$ cat config.mk
export PLATFORM = sky130hd
export DESIGN_NAME = exe_mem_skid_reg_flat
export DESIGN_NICKNAME = d
export VERILOG_FILES = /design/src/rtl/exe_mem_skid_if.sv /design/src/rtl/exe_mem_skid_reg.sv /design/src/flat_wrapper.sv
export SDC_FILE = /design/constraint.sdc
export NUM_CORES = 1
export LEC_CHECK = 0
export CORE_MARGIN = 2
export CORE_UTILIZATION = 30
export DETAILED_ROUTE_END_ITERATION = 8
export SLEW_MARGIN = 5
export SYNTH_ARGS = -nofsm -noshare
export SYNTH_HDL_FRONTEND = slang
export SYNTH_SLANG_ARGS = --single-unit
$ cat constraint.sdc
create_clock -name clk -period 10.2 [get_ports clk]
set_clock_uncertainty 0.15 [all_clocks]
set_input_delay 1.53 -clock clk [delete_from_list [all_inputs] [get_ports clk]]
set_output_delay 1.53 -clock clk [all_outputs]
set_load 0.03 [all_outputs]
$ cat src/rtl/exe_mem_skid_if.sv
// EXE->MEM stage bus: upstream handshake and payload, downstream head, flush and stall count.
// The stage itself uses the slave modport; the environment uses master.
interface exe_mem_skid_if #(
    parameter int DATA_W     = 32,
    parameter int REG_ADDR_W = 4,
    parameter int CNT_W      = 16
);
    logic                  flush;
    logic                  in_valid;
    logic                  in_ready;
    logic                  wb_en_in;
    logic                  mem_r_en_in;
    logic                  mem_w_en_in;
    logic [DATA_W-1:0]     alu_res_in;
    logic [DATA_W-1:0]     store_val_in;
    logic [REG_ADDR_W-1:0] dest_in;
    logic                  out_valid;
    logic                  out_ready;
    logic                  wb_en;
    logic                  mem_r_en;
    logic                  mem_w_en;
    logic [DATA_W-1:0]     alu_res;
    logic [DATA_W-1:0]     store_val;
    logic [REG_ADDR_W-1:0] dest;
    logic [CNT_W-1:0]      stall_cnt;

    modport slave (
        input  flush, in_valid, wb_en_in, mem_r_en_in, mem_w_en_in,
               alu_res_in, store_val_in, dest_in, out_ready,
        output in_ready, out_valid, wb_en, mem_r_en, mem_w_en,
               alu_res, store_val, dest, stall_cnt
    );

    modport master (
        output flush, in_valid, wb_en_in, mem_r_en_in, mem_w_en_in,
               alu_res_in, store_val_in, dest_in, out_ready,
        input  in_ready, out_valid, wb_en, mem_r_en, mem_w_en,
               alu_res, store_val, dest, stall_cnt
    );
endinterface

$ cat src/rtl/exe_mem_skid_reg.sv
// EXE->MEM pipeline register with a 2-entry skid buffer (head + skid), registered in_ready,
// branch-squash flush and a saturating MEM-stall counter.
module exe_mem_skid_reg #(
    parameter int DATA_W     = 32,
    parameter int REG_ADDR_W = 4,
    parameter int CNT_W      = 16
) (
    input  logic clk,
    input  logic rst,
    exe_mem_skid_if.slave bus
);
    typedef enum logic [1:0] {
        S_EMPTY = 2'd0,
        S_ONE   = 2'd1,
        S_TWO   = 2'd2
    } state_t;

    typedef struct packed {
        logic                  wb;
        logic                  rd;
        logic                  wr;
        logic [DATA_W-1:0]     alu;
        logic [DATA_W-1:0]     st;
        logic [REG_ADDR_W-1:0] dest;
    } entry_t;

    state_t           state_q, state_d;
    entry_t           head_q, head_d;
    entry_t           skid_q, skid_d;
    logic             in_ready_q, in_ready_d;
    logic [CNT_W-1:0] stall_cnt_q, stall_cnt_d;

    entry_t in_e;
    logic   out_valid;
    logic   accept;
    logic   pop;

    assign in_e      = '{wb: bus.wb_en_in, rd: bus.mem_r_en_in, wr: bus.mem_w_en_in,
                         alu: bus.alu_res_in, st: bus.store_val_in, dest: bus.dest_in};
    assign out_valid = (state_q != S_EMPTY);
    assign accept    = bus.in_valid & in_ready_q;
    assign pop       = out_valid & bus.out_ready;

    always_comb begin
        state_d     = state_q;
        head_d      = head_q;
        skid_d      = skid_q;
        stall_cnt_d = stall_cnt_q;

        case (state_q)
            S_EMPTY: begin
                if (accept) begin
                    state_d = S_ONE;
                    head_d  = in_e;
                end
            end
            S_ONE: begin
                if (accept && pop) begin
                    head_d = in_e;
                end else if (accept) begin
                    state_d = S_TWO;
                    skid_d  = in_e;
                end else if (pop) begin
                    state_d = S_EMPTY;
                end
            end
            S_TWO: begin
                if (pop) begin
                    state_d = S_ONE;
                    head_d  = skid_q;
                end
            end
            default: state_d = S_EMPTY;
        endcase

        // A squash discards everything, including whatever EXE offered this cycle.
        if (bus.flush) begin
            state_d = S_EMPTY;
            head_d  = head_q;
            skid_d  = skid_q;
        end

        if (out_valid && !bus.out_ready && (stall_cnt_q != {CNT_W{1'b1}}))
            stall_cnt_d = stall_cnt_q + CNT_W'(1);

        in_ready_d = (state_d != S_TWO);
    end

    always_ff @(posedge clk or posedge rst) begin
        if (rst) begin
            state_q     <= S_EMPTY;
            head_q      <= '0;
            skid_q      <= '0;
            in_ready_q  <= 1'b1;
            stall_cnt_q <= '0;
        end else begin
            state_q     <= state_d;
            head_q      <= head_d;
            skid_q      <= skid_d;
            in_ready_q  <= in_ready_d;
            stall_cnt_q <= stall_cnt_d;
        end
    end

    // Controls are masked by the registered state so an empty stage never issues a MEM op.
    assign bus.in_ready  = in_ready_q;
    assign bus.out_valid = out_valid;
    assign bus.wb_en     = head_q.wb & out_valid;
    assign bus.mem_r_en  = head_q.rd & out_valid;
    assign bus.mem_w_en  = head_q.wr & out_valid;
    assign bus.alu_res   = head_q.alu;
    assign bus.store_val = head_q.st;
    assign bus.dest      = head_q.dest;
    assign bus.stall_cnt = stall_cnt_q;
endmodule

$ cat src/flat_wrapper.sv
// flat-port wrapper written by rule: the top's interface ports become plain ports
module exe_mem_skid_reg_flat 
#(
    parameter int DATA_W     = 32,
    parameter int REG_ADDR_W = 4,
    parameter int CNT_W      = 16
)
  (clk, rst, bus_flush, bus_in_valid, bus_wb_en_in, bus_mem_r_en_in, bus_mem_w_en_in, bus_alu_res_in, bus_store_val_in, bus_dest_in, bus_out_ready, bus_in_ready, bus_out_valid, bus_wb_en, bus_mem_r_en, bus_mem_w_en, bus_alu_res, bus_store_val, bus_dest, bus_stall_cnt);
  exe_mem_skid_if #(.DATA_W(DATA_W), .REG_ADDR_W(REG_ADDR_W), .CNT_W(CNT_W)) bus_i ();
  input  logic clk;
  input  logic rst;
  input wire logic [$bits(bus_i.flush)-1:0] bus_flush;
  input wire logic [$bits(bus_i.in_valid)-1:0] bus_in_valid;
  input wire logic [$bits(bus_i.wb_en_in)-1:0] bus_wb_en_in;
  input wire logic [$bits(bus_i.mem_r_en_in)-1:0] bus_mem_r_en_in;
  input wire logic [$bits(bus_i.mem_w_en_in)-1:0] bus_mem_w_en_in;
  input wire logic [$bits(bus_i.alu_res_in)-1:0] bus_alu_res_in;
  input wire logic [$bits(bus_i.store_val_in)-1:0] bus_store_val_in;
  input wire logic [$bits(bus_i.dest_in)-1:0] bus_dest_in;
  input wire logic [$bits(bus_i.out_ready)-1:0] bus_out_ready;
  output wire logic [$bits(bus_i.in_ready)-1:0] bus_in_ready;
  output wire logic [$bits(bus_i.out_valid)-1:0] bus_out_valid;
  output wire logic [$bits(bus_i.wb_en)-1:0] bus_wb_en;
  output wire logic [$bits(bus_i.mem_r_en)-1:0] bus_mem_r_en;
  output wire logic [$bits(bus_i.mem_w_en)-1:0] bus_mem_w_en;
  output wire logic [$bits(bus_i.alu_res)-1:0] bus_alu_res;
  output wire logic [$bits(bus_i.store_val)-1:0] bus_store_val;
  output wire logic [$bits(bus_i.dest)-1:0] bus_dest;
  output wire logic [$bits(bus_i.stall_cnt)-1:0] bus_stall_cnt;
  assign bus_i.flush = bus_flush;
  assign bus_i.in_valid = bus_in_valid;
  assign bus_i.wb_en_in = bus_wb_en_in;
  assign bus_i.mem_r_en_in = bus_mem_r_en_in;
  assign bus_i.mem_w_en_in = bus_mem_w_en_in;
  assign bus_i.alu_res_in = bus_alu_res_in;
  assign bus_i.store_val_in = bus_store_val_in;
  assign bus_i.dest_in = bus_dest_in;
  assign bus_i.out_ready = bus_out_ready;
  assign bus_in_ready = bus_i.in_ready;
  assign bus_out_valid = bus_i.out_valid;
  assign bus_wb_en = bus_i.wb_en;
  assign bus_mem_r_en = bus_i.mem_r_en;
  assign bus_mem_w_en = bus_i.mem_w_en;
  assign bus_alu_res = bus_i.alu_res;
  assign bus_store_val = bus_i.store_val;
  assign bus_dest = bus_i.dest;
  assign bus_stall_cnt = bus_i.stall_cnt;
  exe_mem_skid_reg #(.DATA_W(DATA_W), .REG_ADDR_W(REG_ADDR_W), .CNT_W(CNT_W)) u_core (.clk(clk), .rst(rst), .bus(bus_i));
endmodule
---- After elaboration in Yosys (flattened, before gate mapping) ----
Cells that the tools add are included.
storage, ports and cells
  register bits ........................... 161
  input bits .............................. 76
  output and inout bits ................... 89
  word-level logic and storage cells ...... 50
operators by class
  add/subtract/negate cells ............... 1
  eq/ne operators ......................... 7
  reductions and logical operators ........ 9
  bitwise gates (word level) .............. 7
  multiplexer cells ....................... 11
operators by type and width
  kind                   count
  $mux 71                3
  $pmux 71 s3            1
  $add 16x1->16 const B  1
  $ne 16x16->1 const B   1
  $mux 2                 6
  $ne 2x1->1 const B     3
  $pmux 2 s3             1
  $and 1x1->1            5
  $reduce_and 5->1       1
  $reduce_and 4->1       1
  $logic_and 1x1->1      3
  $reduce_bool 3->1      1
  $eq 2x1->1 const B     1
  $eq 2x2->1 const B     1
  $logic_not 2->1        1
  $ne 2x2->1 const B     1
  $not 1->1              2
  $reduce_bool 2->1      1
  $logic_not 1->1        1

---- Longest topological paths before layout ----
  depth in word-level cells ............... 8
  mapped depth ............................ 6
  gate-level depth less buffers ........... 5

---- Worst setup path before layout ----
OpenSTA, ideal clock, no wires.
  kind .................................... input port to flip-flop
  start point ............................. input bus_out_ready
  end point ............................... register u_core.stall_cnt_q[15], in the netlist u_core.bus.stall_cnt[15]
  setup time .............................. 0.128 ns
  stages on the path ...................... 4
  required time ........................... 9.922 ns
  setup slack ............................. 7.178 ns
  arrival time ............................ 2.744 ns
  cell sequence ........................... o21bai_4 > or4_4 > nor4_2 > mux2_1
on the way
  word-level cells in the longest chain between the ends .. 3
ends and longest elaborated chain
  item                             line                     source
  start: declaration               flat_wrapper.sv:20       input wire logic [$bits(bus_i.out_ready)-1:0] bus_out_ready;
  $logic_not 1->1                  exe_mem_skid_reg.sv:83   if (out_valid && !bus.out_ready && (stall_cnt_q != {CNT_W{1'b1}}))
  $logic_and 1x1->1 (2 in series)  exe_mem_skid_reg.sv:83
  end signal: assignment           exe_mem_skid_reg.sv:101  stall_cnt_q <= stall_cnt_d;
  end: declaration                 exe_mem_skid_reg.sv:31   logic [CNT_W-1:0] stall_cnt_q, stall_cnt_d;
Every way passes these cells.
A chain may end at the register's enable or synchronous reset.

---- Worst setup path after layout ----
  start point ............................. input bus_out_ready
  end point ............................... register u_core.head_q (netlist bit u_core.bus.dest[2])
on the way
  word-level cells in the longest chain between the ends .. 4
  elaborated cells between the ends (all ways) .. 5
  those cells by class .................... 2 x eq/ne; 1 x bitwise; 2 x reduce/logical
ends and longest elaborated chain
  item                                   line                    source
  $and 1x1->1 (*)                        exe_mem_skid_reg.sv:42  assign pop = out_valid & bus.out_ready;
  $logic_and 1x1->1                      exe_mem_skid_reg.sv:58  if (accept && pop) begin
  $ne 2x1->1 (no source line)            n/a
  $reduce_and 5->1 (no source line) (*)  n/a
  end signal: assignment                 exe_mem_skid_reg.sv:92  head_q <= '0;
  end signal: assignment                 exe_mem_skid_reg.sv:98  head_q <= head_d;
  end: declaration                       exe_mem_skid_reg.sv:28  entry_t head_q, head_d;
Mark *: on every way between the ends. The rest lies on a longest branch, timed or not.

==> results.json <==
{
  "status": "finished clean",
  "hold_path_class": "reg2reg",
  "reg2reg_from": "u_core.state_q[1]",
  "cts.sinks": 161,
  "drt-initial-drc-count": 308,
  "fp.coreArea_mm2": 0.0251,
  "rsz0062_at_grt": "no",
  "hold_path_end": "u_core.bus.alu_res[10]",
  "clock_latency_ns": 0.41,
  "syn_area_mm2": 0.00764,
  "drc": 0,
  "area_delta_synth_final_pct": 26.9,
  "die_area_mm2": 0.0268,
  "postRouteAntennaNets": 0,
  "postSynth.asyncResetShare": 1.00,
  "drive_gt1_frac": 0.217,
  "drt_first_pass_iters": 4,
  "synth_top_area_share": 0.524,
  "clkTransAtPathRegs_ns": 0.07,
  "setup_tns_ns": 0,
  "die_h_um": 164,
  "synth-edff-count": 0,
  "yosysTopAreaCell": "dfrtp_1",
  "power_density_mw_per_mm2": 217,
  "track_usage": 0.132,
  "synth_cells": 692,
  "ir_drop_uv": 105,
  "io_pins": 165,
  "yosysWarnings": 0,
  "ys_seq_area_frac": 0.528,
  "numCtsBuffers": 17,
  "port_buffers": 164,
  "synth-seq-cells": 161,
  "maxSlewViolCount": 0,
  "synth_flop_cell": "dfrtp_1",
  "layout_common_cells": "220 x nand2_1, 164 x clkdlybuf4s50_1, 160 x dfrtp_1, 125 x mux2_2, 19 x mux2_1",
  "finalSetupViolCount": 0,
  "layout_commonest_cell": "nand2_1",
  "overflow": 0,
  "synthesis.nets": 769,
  "pre_cts_ws_ns": 5.61,
  "hpwl_um": 10500,
  "r2r_end": "u_core.bus.dest[2]",
  "max_freq_mhz": 245,
  "relSlewSlack": 0.283,
  "crit_arrival_ns": 4.22,
  "finalPower_mw": 2.10,
  "cp-end-kind": "flop",
  "cts_htree_levels": 4,
  "start_kind": "input pin",
  "min_period_ns": 4.08,
  "nets": 858,
  "synth_cell_types": 39,
  "rows": 58,
  "yosys-top-cells-area": "dfrtp_1 52%, mux2_2 18%, nand2_1 11%",
  "maxCapViolations": 0,
  "cts_buffer_depth": 2,
  "fin_crit_sh": 0.400,
  "wl_um": 17100,
  "wl_per_cell_um": 15.2,
  "regToRegSetupSlack_ns": 7.16,
  "tightest_slew_ns": 1.08,
  "post_cts_buffers": 0,
  "grt_pass1_wl_um": 27600,
  "vias": 4958,
  "p_leak_nw": 4.35,
  "path_class": "in2reg",
  "antenna_found_initial": 0,
  "hold_buffers": 0,
  "first_global_vias": 5130,
  "hold_depth": 1,
  "final_hold_viol_count": 0,
  "vias_per_cell": 4.42,
  "post_cts_resized": 0,
  "ff2ff_path_depth": 5,
  "root_buffer": "clkbuf_16",
  "die_w_um": 164,
  "grt_max_degree": 106,
  "gp_congestion": 0.781,
  "worst_slack_ns": 6.12,
  "hold_start": "u_core.bus.alu_res[10]",
  "start_util": 0.304,
  "required_ns": 10.34,
  "avgSynthCellArea_um2": 11.0,
  "cts_tree": "done",
  "worstPathMaxFanout": 40
}
-- worst max-delay path, stage by stage --
cell and delay, ns:
clkdlybuf4s50_1 0.55, nand2b_1 0.20, a22oi_2 0.09, nor2_4 0.78
buf_4 0.64, mux2_2 0.40
-- Yosys cell counts (2+ instances only) --
master / n
nand2_1: 221
xor2_1: 10
nand4_1: 5
nor3_1: 5
buf_1: 6
mux2_1: 19
nor2b_1: 4
dfrtp_1: 160
mux2i_1: 2
clkbuf_1: 9
nor3b_1: 2
nor2_1: 9
inv_1: 5
buf_4: 75
a21oi_1: 2
buf_2: 8
mux2_2: 125
nand3_1: 3
nand2b_1: 2
-- routing by layer --
layer	vias up	track usage	share of wire	wire length (µm)
met5	-	0	0	0
met4	0	0.0323	0.0070	119
met3	7	0.0350	0.049	844
met2	98	0.214	0.47	8040
met1	2468	0.176	0.47	8060
li1	2385	-	-	-
-- flip-flops by register name, indices dropped and copies added, names as in the netlist --
name,cells
u_core.bus.in_ready,1
u_core.bus.store_val,32
u_core.state_q,2
u_core.bus.alu_res,32
u_core.bus.dest,4
u_core.head_q,3
u_core.bus.stall_cnt,16
u_core.skid_q,71
-- cell families after synthesis --
logic type | Yosys count | synth area share
simple gates | 261 | 0.143
xor+xnor | 11 | 0.0126
fa+ha+maj | 1 | 0.00164
flops | 161 | 0.528
buf+inv | 103 | 0.0888
mux | 146 | 0.215
compound gates | 9 | 0.0113
-- area by class of cell --
cell class	count	area [µm²]
Antenna cell	1	2.50
Clock buffer	17	425
Clock inverter	12	183
Fill cell	2469	15400
Inverter	5	23.8
Multi-Input combinational cell	428	2950
Sequential cell	161	4030
Tap cell	330	413
Timing Repair Buffer	168	1670
-- metrics by stage --
stage | utilization | cells | hold WS [ns] | cell area (µm²)
after global routing | 0.386 | 1121 | 0.350 | 9700
after CTS | 0.386 | 1121 | 0.341 | 9700
after global placement | 0.362 | 1092 | 0.322 | 9090
final | 0.386 | 1122 | 0.336 | 9700
after floorplan | - | 692 | 0.309 | 7640
after detailed placement | 0.362 | 1092 | 0.325 | 9090
-- power breakdown --
part | total, mW | leakage, nW | internal, mW | switching (mW)
logic | 0.535 | 2.10 | 0.271 | 0.264
clock network | 0.681 | 0.289 | 0.409 | 0.272
registers | 0.884 | 1.96 | 0.796 | 0.0885
-- worst max-delay path by stage --
stage / from / end / slack [ns]
finish: bus_out_ready / u_core.bus.dest[2] / 6.12
global placement: bus_out_ready / u_core.bus.store_val[4] / 5.66
CTS: bus_out_ready / u_core.bus.store_val[20] / 6.06
global route: bus_out_ready / u_core.bus.store_val[25] / 5.91
floorplan: rst / u_core.bus.alu_res[0] / 4.17
detailed placement: bus_out_ready / u_core.bus.alu_res[2] / 5.61
Power figures use the tool's default switching activity.
